<file path="src/rtl/adder_operand_loader.sv">
// adder_operand_loader
//
// Assembles two WIDTH-bit operands from a little-endian byte stream, presents
// them to an external combinational adder, captures the adder result into
// registers, and hands it to a consumer. The block holds one operation at a time.
//
// Ports
//   clk, rst          clock and asynchronous active-high reset
//   in_data/in_cin    operand byte stream and carry-in (carry-in taken with byte 0 of A)
//   in_valid/in_ready byte handshake
//   op_A/op_B/op_Cin  assembled operands to the adder, qualified by op_valid
//   op_valid/op_ready operand handshake
//   sum_i/cout_i/ovf_i combinational adder result
//   res_SUM/res_Cout/res_Overflow  registered result, qualified by res_valid
//   res_valid/res_ready result handshake
module adder_operand_loader #(
    parameter int unsigned WIDTH = 32
) (
    input  logic             clk,
    input  logic             rst,
    input  logic [7:0]       in_data,
    input  logic             in_cin,
    input  logic             in_valid,
    output logic             in_ready,
    output logic [WIDTH-1:0] op_A,
    output logic [WIDTH-1:0] op_B,
    output logic             op_Cin,
    output logic             op_valid,
    input  logic             op_ready,
    input  logic [WIDTH-1:0] sum_i,
    input  logic             cout_i,
    input  logic             ovf_i,
    output logic [WIDTH-1:0] res_SUM,
    output logic             res_Cout,
    output logic             res_Overflow,
    output logic             res_valid,
    input  logic             res_ready
);

    localparam int unsigned NumBytes = WIDTH / 8;
    localparam int unsigned CntW     = (NumBytes > 1) ? $clog2(NumBytes) : 1;
    localparam logic [CntW-1:0] LastCnt = CntW'(NumBytes - 1);

    typedef enum logic [1:0] {
        StLoadA,
        StLoadB,
        StIssue,
        StResult
    } state_e;

    state_e           state_q, state_d;
    logic [CntW-1:0]  cnt_q, cnt_d;
    logic [WIDTH-1:0] op_a_q, op_a_d;
    logic [WIDTH-1:0] op_b_q, op_b_d;
    logic             op_cin_q, op_cin_d;
    logic [WIDTH-1:0] res_sum_q, res_sum_d;
    logic             res_cout_q, res_cout_d;
    logic             res_ovf_q, res_ovf_d;

    logic             loading;
    logic             accept;
    logic             last_byte;
    logic [CntW+2:0]  bit_base;

    // in_ready is forced low for the whole reset pulse, not only after the clock.
    assign loading   = (state_q == StLoadA) || (state_q == StLoadB);
    assign in_ready  = loading && !rst;
    assign accept    = in_valid && in_ready;
    assign last_byte = (cnt_q == LastCnt);
    assign bit_base  = {cnt_q, 3'b000};

    always_comb begin
        state_d    = state_q;
        cnt_d      = cnt_q;
        op_a_d     = op_a_q;
        op_b_d     = op_b_q;
        op_cin_d   = op_cin_q;
        res_sum_d  = res_sum_q;
        res_cout_d = res_cout_q;
        res_ovf_d  = res_ovf_q;

        case (state_q)
            StLoadA: begin
                if (accept) begin
                    op_a_d[bit_base +: 8] = in_data;
                    if (cnt_q == '0) begin
                        op_cin_d = in_cin;
                    end
                    if (last_byte) begin
                        cnt_d   = '0;
                        state_d = StLoadB;
                    end else begin
                        cnt_d = cnt_q + CntW'(1);
                    end
                end
            end
            StLoadB: begin
                if (accept) begin
                    op_b_d[bit_base +: 8] = in_data;
                    if (last_byte) begin
                        cnt_d   = '0;
                        state_d = StIssue;
                    end else begin
                        cnt_d = cnt_q + CntW'(1);
                    end
                end
            end
            StIssue: begin
                // Adder output is combinational from the held operands, so it
                // is valid on the handshake cycle itself.
                if (op_ready) begin
                    res_sum_d  = sum_i;
                    res_cout_d = cout_i;
                    res_ovf_d  = ovf_i;
                    state_d    = StResult;
                end
            end
            StResult: begin
                if (res_ready) begin
                    state_d = StLoadA;
                end
            end
            default: begin
                state_d = StLoadA;
                cnt_d   = '0;
            end
        endcase
    end

    always_ff @(posedge clk or posedge rst) begin
        if (rst) begin
            state_q    <= StLoadA;
            cnt_q      <= '0;
            op_a_q     <= '0;
            op_b_q     <= '0;
            op_cin_q   <= 1'b0;
            res_sum_q  <= '0;
            res_cout_q <= 1'b0;
            res_ovf_q  <= 1'b0;
        end else begin
            state_q    <= state_d;
            cnt_q      <= cnt_d;
            op_a_q     <= op_a_d;
            op_b_q     <= op_b_d;
            op_cin_q   <= op_cin_d;
            res_sum_q  <= res_sum_d;
            res_cout_q <= res_cout_d;
            res_ovf_q  <= res_ovf_d;
        end
    end

    assign op_A         = op_a_q;
    assign op_B         = op_b_q;
    assign op_Cin       = op_cin_q;
    assign op_valid     = (state_q == StIssue);
    assign res_SUM      = res_sum_q;
    assign res_Cout     = res_cout_q;
    assign res_Overflow = res_ovf_q;
    assign res_valid    = (state_q == StResult);

endmodule

</file>
<file path="config.mk">
export PLATFORM = sky130hd
export DESIGN_NAME = adder_operand_loader
export DESIGN_NICKNAME = d
export VERILOG_FILES = /design/src/rtl/adder_operand_loader.sv
export SDC_FILE = /design/constraint.sdc
export NUM_CORES = 1
export LEC_CHECK = 0
export CELL_PAD_IN_SITES_DETAIL_PLACEMENT = 0
export CELL_PAD_IN_SITES_GLOBAL_PLACEMENT = 1
export CORE_ASPECT_RATIO = 1.25
export CORE_MARGIN = 8
export CORE_UTILIZATION = 31
export DETAILED_ROUTE_END_ITERATION = 10
export GPL_ROUTABILITY_DRIVEN = 1
export PLACE_DENSITY_LB_ADDON = 0.1
export SETUP_SLACK_MARGIN = 0.15
export SYNTH_ARGS = -nofsm -noshare
export SYNTH_HDL_FRONTEND = slang
export SYNTH_SLANG_ARGS = --single-unit
</file>
<file path="constraint.sdc">
create_clock -name clk -period 3.15 [get_ports clk]
set_input_delay 0.315 -clock clk [delete_from_list [all_inputs] [get_ports clk]]
set_output_delay 0.315 -clock clk [all_outputs]
set_load 0.005 [all_outputs]
</file>
# --- Yosys cells after proc, flatten, opt, wreduce, memory -nomap -nowiden ---
# Cells that the tools add are included.
word_totals:
  out_inout_bits: 102
  romBits: 0
  ram_bits: 0
  wordCells: 45
  latch_bits: 0
  regBits: 103
  mem_count: 0
classes:
  n_reduce_logical: 13
  n_mul: 0
  n_mux: 10
  n_lt_le_gt_ge: 0
  shift: 2
  n_addsub: 2
  div_mod_pow: 0
  bitwise: 0
  n_eq_ne: 10
op_table:
  columns: ["cell", "n"]
  rows:
  - ["bitwise mux 32 bit", 2]
  - ["variable shift 8 x 7 -> 32 bit (first input constant)", 1]
  - ["indexed part select 8 x 7 -> 32 bit", 1]
  - ["2-to-1 mux 2 bit", 7]
  - ["!= test 2 bit (second input constant)", 4]
  - ["one-hot mux 2 bit (4 select lines)", 1]
  - ["AND reduction 2 bit", 4]
  - ["negator 5 -> 7 bit", 1]
  - ["== test 2 bit (second input constant)", 3]
  - ["AND reduction 6 bit", 1]
  - ["zero test 2 bit", 2]
  - ["!= test 2 x 1 -> 1 bit (second input constant)", 2]
  - ["AND reduction 3 bit", 1]
  - ["adder 2 x 1 -> 2 bit (second input constant)", 1]
  - ["== test 2 x 1 -> 1 bit (second input constant)", 1]
  - ["logical AND 1 bit", 2]
  - ["OR reduction 2 bit", 1]
  - ["zero test 1 bit", 1]
  - ["logical OR 1 bit", 1]

# --- Depth between registers and ports, before layout ---
logic_depth:
  ltp_word: 6
  mapped_depth: 6

# --- Least setup slack after synthesis ---
# OpenSTA, ideal clock, no wires.
synth_path:
  kind: "reg-to-reg"
  from: "reg cnt_q[0]"
  to: "reg op_a_q[17], in the netlist op_A[17]"
  synth_period_minus_slack_ps: 1568
  path_stages_with_launch: 6
  setup_slack_ps: 1582
  t_arrival_ps: 1485
  setup_time_ps: 83
  path_buffers: 0
  path_cell_list: "dfrtp_1 inv_1 ha_1 nor3b_2 nand2_1 o21ai_0"
synth_via:
  elab_chain_len: 3
  word_cells_on_any_way: 4
  cone_classes: "add/sub: 1; shift: 2; mux: 1"
synth_rtl:
  columns: ["item", "line", "rtl"]
  rows:
  - ["start: declaration", "52", "logic [CntW-1:0] cnt_q, cnt_d;"]
  - ["start signal: assignment", "142", "cnt_q <= cnt_d;"]
  - ["negator 5 -> 7 bit (*)", "85", "op_a_d[bit_base +: 8] = in_data;"]
  - ["indexed part select 8 x 7 -> 32 bit or variable shift 8 x 7 -> 32 bit (tied branches)", "85", null]
  - ["bitwise mux 32 bit (*)", "85", null]
  - ["end signal: assignment", "143", "op_a_q <= op_a_d;"]
  - ["end: declaration", "53", "logic [WIDTH-1:0] op_a_q, op_a_d;"]
# Every way passes the cells marked *; elsewhere a longest branch is shown, timed or not.
# A chain may end at the register's enable or synchronous reset.

# --- Final worst setup path ---
layout_path:
  from: "reg state_q[0]"
  to: "out in_ready"
layout_via:
  elab_chain_len: 3
  word_cells_on_any_way: 4
  cone_classes: "eq/ne: 1; reduce/logical: 3"
layout_rtl:
  columns: ["item", "line", "rtl"]
  rows:
  - ["start: declaration", "51", "state_e state_q, state_d;"]
  - ["start signal: assignment", "132", "state_q <= StLoadA;"]
  - ["start signal: assignment", "141", "state_q <= state_d;"]
  - ["== test 2 x 1 -> 1 bit or zero test 2 bit (tied branches)", "66", "assign loading = (state_q == StLoadA) || (state_q == StLoadB);"]
  - ["logical OR 1 bit (*)", "66", null]
  - ["logical AND 1 bit (*)", "67", "assign in_ready = loading && !rst;"]
  - ["end: declaration", "24", "output logic in_ready,"]
# Marks and branches as above.

==> results.md <==
| Result | Reported | Unit |
| --- | --- | --- |
| Height of the die | 145 | µm |
| Number of detailed-route iterations in the first pass | 4 | - |
| Initial Utilization | 31.4 | % |
| First-pass GRT wire length | 18,100 | µm |
| Slowest CP cell | clkdlybuf4s50_1 | - |
| Category of the worst setup path capture point | output port | - |
| Number of core rows | 47 | - |
| Max H-tree Level | 3 | - |
| Synth-to-layout area growth | 48.7 | % |
| Power density normalized to cell area | 947 | nW/µm² |
| Clk Latency, worst-skew pair | 0.34 | ns |
| Worst min-delay path class | reg -> reg | - |
| Measured slew at the worst slew-check pin | 0.684 | ns |
| Maximum number of pins on one net before global-route repair | 51 | - |
| Worst-path cell chain | inv_1 -> ha_1 -> nor2_1 -> nor2_1 -> clkdlybuf4s50_1 | - |
| Initial detailed-routing violation count | 75 | - |
| Final critical-path share of the clock period | 70.9 | % |
| Antenna diode count | 0 | - |
| Worst R2R Setup Slack | 1.19 | ns |
| Count of hold-fix buffers inserted at cts | 0 | - |
| Count of unique library cells instantiated by Yosys | 21 | - |
| Accumulated negative setup slack | 0 | ns |
| Slew HR | 54.1 | % |
| Setup repair after global routing missed its margin | false | - |
| Share of cells above drive strength 1 | 12.6 | % |
| Area of the die | 17,200 | µm² |
| Worst setup path end | in_ready | - |
| Overall Global Routing Usage | 13.6 | % |
| Number of max-capacitance violations reported | 0 | - |
| Static power due to leakage | 2.57 | nW |
| Min Clock Period, post-route | 2.23 | ns |
| Detailed Route WL | 11,500 | µm |
| Status | complete, no violations | - |
| Post-synthesis net count | 411 | - |
| Number of cells on the worst reg-to-reg path | 5 | - |
| Routed length per placed instance | 16.9 | µm |
| IR drop worst, VDD | 0.000390 | V |
| Routed via count | 3,090 | - |
| Post-synthesis area per instance | 11.6 | µm² |
| TritonCTS clock tree | built | - |
| Worst Path Arrival | 1.92 | ns |
| Stage delay of the slowest cell on the critical path | 0.51 | ns |
| Clock Sinks | 103 | - |
| Critical-path maximum fanout | 5 | - |
| Origin of the worst setup path | state_q[0]$_DFFE_PP0P_ | - |
| Post-detailed-route via-to-cell ratio | 4.56 | - |
| Part of the Yosys area used for sequential elements | 62.9 | % |
| Worst Setup Start Kind | register | - |
| Initial antenna violation count | 0 | - |
| Vias in the first global route | 3,204 | - |
| Dpl hpwl | 8720 | µm |
| Worst flop-to-flop path startpoint | cnt_q[0]$_DFFE_PP0P_ | - |
| Number of buffers inserted by port buffering | 149 | - |
| Final number of setup-violating endpoints | 0 | - |
| Final RePlAce weighted congestion | 0.719 | - |
| Standard cell core area | 13,100 | µm² |
| Setup Skew | 0.00727 | ns |
| Post-synth design cell area | 4100 | µm² |
| Maximum number of buffers from clock root to sink | 2 | - |
| Number of resized instances in the post-cts repair step | 0 | - |
| Post-CTS Setup Inserts | 0 | - |
| Upper clock frequency limit | 0.447 | GHz |
| CTS clock-pin slew for the worst setup and hold paths | 0.07 | ns |
| Nets | 560 | - |
| Residual overflow from global routing | 0 | - |
| Yosys synthesis warning count | 0 | - |
| Worst Path Class, Setup | reg -> out | - |
| Number of design rule violations left after detail routing | 0 | - |
| Synth Register Bits | 103 | - |
| Top-level I/O count | 150 | - |
| Critical path's most frequent cell | nor2_1 | - |
| Clock buffer count from CTS | 9 | - |
| Max-slew violation count | 0 | - |
| Number of routed nets with antenna violations | 0 | - |
| Gate count after technology mapping | 353 | - |
| Fin util | 46.7 | % |
| Crit path required time | 2.83 | ns |
| Terminus of the critical flop-to-flop path | op_B[26]$_DFFE_PP0P_ | - |
| Number of failing hold endpoints at the final stage | 0 | - |
| Die Span X | 119 | µm |
| Root buffer cell | clkbuf_16 | - |
==> metrics by stage <==
step                instances  power (mW)  setup WS, ns  cell area, µm²  hold slack [ns]
floorplan                 353        3.14          1.47            4100            0.459
global route              678        6.20         0.789            6100            0.503
detailed placement        662        4.64         0.982            5770            0.473
global placement          662        4.60          1.00            5770            0.462
CTS                       678        5.88         0.883            6100            0.488
finish                    678        5.78         0.915            6100            0.481
==> kinds of logic (layout without fill, tap and decap cells) <==
family          Yosys count  count (layout)  synth area share [%]
simple gates            116             116                  12.8
compound gates           65              65                  8.18
buf+inv                  20             174                  2.44
fa+ha+maj                10              10                  3.05
mux                      39              39                  10.7
flops                   103             103                  62.9
==> synthesized netlist by cell type (all sizes together) <==
cell	instances	share of area, %
nor2	5	0.46
o221ai	1	0.37
and3b	2	0.46
nor3b	3	0.79
nand2b	1	0.15
ha	10	3.1
nand2	97	8.9
mux2	38	10
dfrtp	103	63
inv	6	0.55
clkbuf	1	0.091
mux2i	1	0.24
nand4b	8	2.0
buf	13	1.8
o21ai	64	7.8
==> metal layers <==
metal  global-route usage, %  wire length (µm)  part of all wire (%)
met1                    16.6              5200                    45
met2                    21.5              5230                    46
met3                    4.61               810                   7.1
met4                    5.87               220                   1.9
met5                       0                 0                     0
==> flip-flops by register name, summed over array words and instances, names as in the netlist <==
name	flops
op_A	32
op_Cin	1
op_B	32
state_q	2
res_Overflow	1
cnt_q	2
res_Cout	1
res_SUM	32
==> layout by cell type, fill, tap and decap left out <==
cell type        synthesis  layout
buf_4                    1       2
clkbuf_8                 0       1
mux2_2                  38      38
clkdlybuf4s50_1          0     149
inv_1                    6       5
nand2b_1                 1       1
buf_12                   0       1
o21ai_1                 18      18
o21ai_0                 46      46
bufinv_16                0       2
nand4b_1                 6       6
ha_1                    10      10
and3b_2                  1       1
mux2i_1                  1       1
nand2_1                 97      97
and3b_1                  1       1
o221ai_2                 1       1
nor3b_1                  1       1
inv_6                    0       1
nor3b_2                  2       2
nand4b_2                 2       2
clkbuf_16                0       9
dfrtp_1                103     103
clkinvlp_4               0       3
nor2_1                   5       5
clkinv_4                 0       1
==> final cells by class <==
class	instances	area (µm²)
clock buffer	10	239
timing repair buffer	152	1530
sequential	103	2580
tap	171	214
inverter	6	26.3
multi-input combinational	230	1420
clock inverter	6	92.6
fill	1292	6960
==> critical path, delay by kind of cell (launching register included) <==
kind,cells,cell delay (ns)
buffers and inverters,2,0.64
DFF,1,0.40
adders and majority gates,1,0.31
and+or+nand+nor,2,0.23
==> worst min-delay path by stage <==
stage | start | endpoint | depth (start not counted) | slack [ns]
6_report | op_A[20]$_DFFE_PP0P_ | op_A[20]$_DFFE_PP0P_ | 2 | 0.48
5_1_grt | op_B[17]$_DFFE_PP0P_ | op_B[17]$_DFFE_PP0P_ | 2 | 0.50
4_1_cts | op_B[10]$_DFFE_PP0P_ | op_B[10]$_DFFE_PP0P_ | 2 | 0.49
3_5_place_dp | op_B[26]$_DFFE_PP0P_ | op_B[26]$_DFFE_PP0P_ | 2 | 0.47
3_3_place_gp | op_A[20]$_DFFE_PP0P_ | op_A[20]$_DFFE_PP0P_ | 2 | 0.46
2_1_floorplan | in_data[1] | op_B[17]$_DFFE_PP0P_ | 2 | 0.46
==> where the power goes <==
part / internal (mW) / leakage, nW / switching, mW
Sequential: 1.88 / 1.34 / 0.308
Combinational: 1.43 / 1.08 / 0.934
Clock: 0.723 / 0.155 / 0.503
Total: 4.03 / 2.57 / 1.75
(Power assumes the default switching activity.)
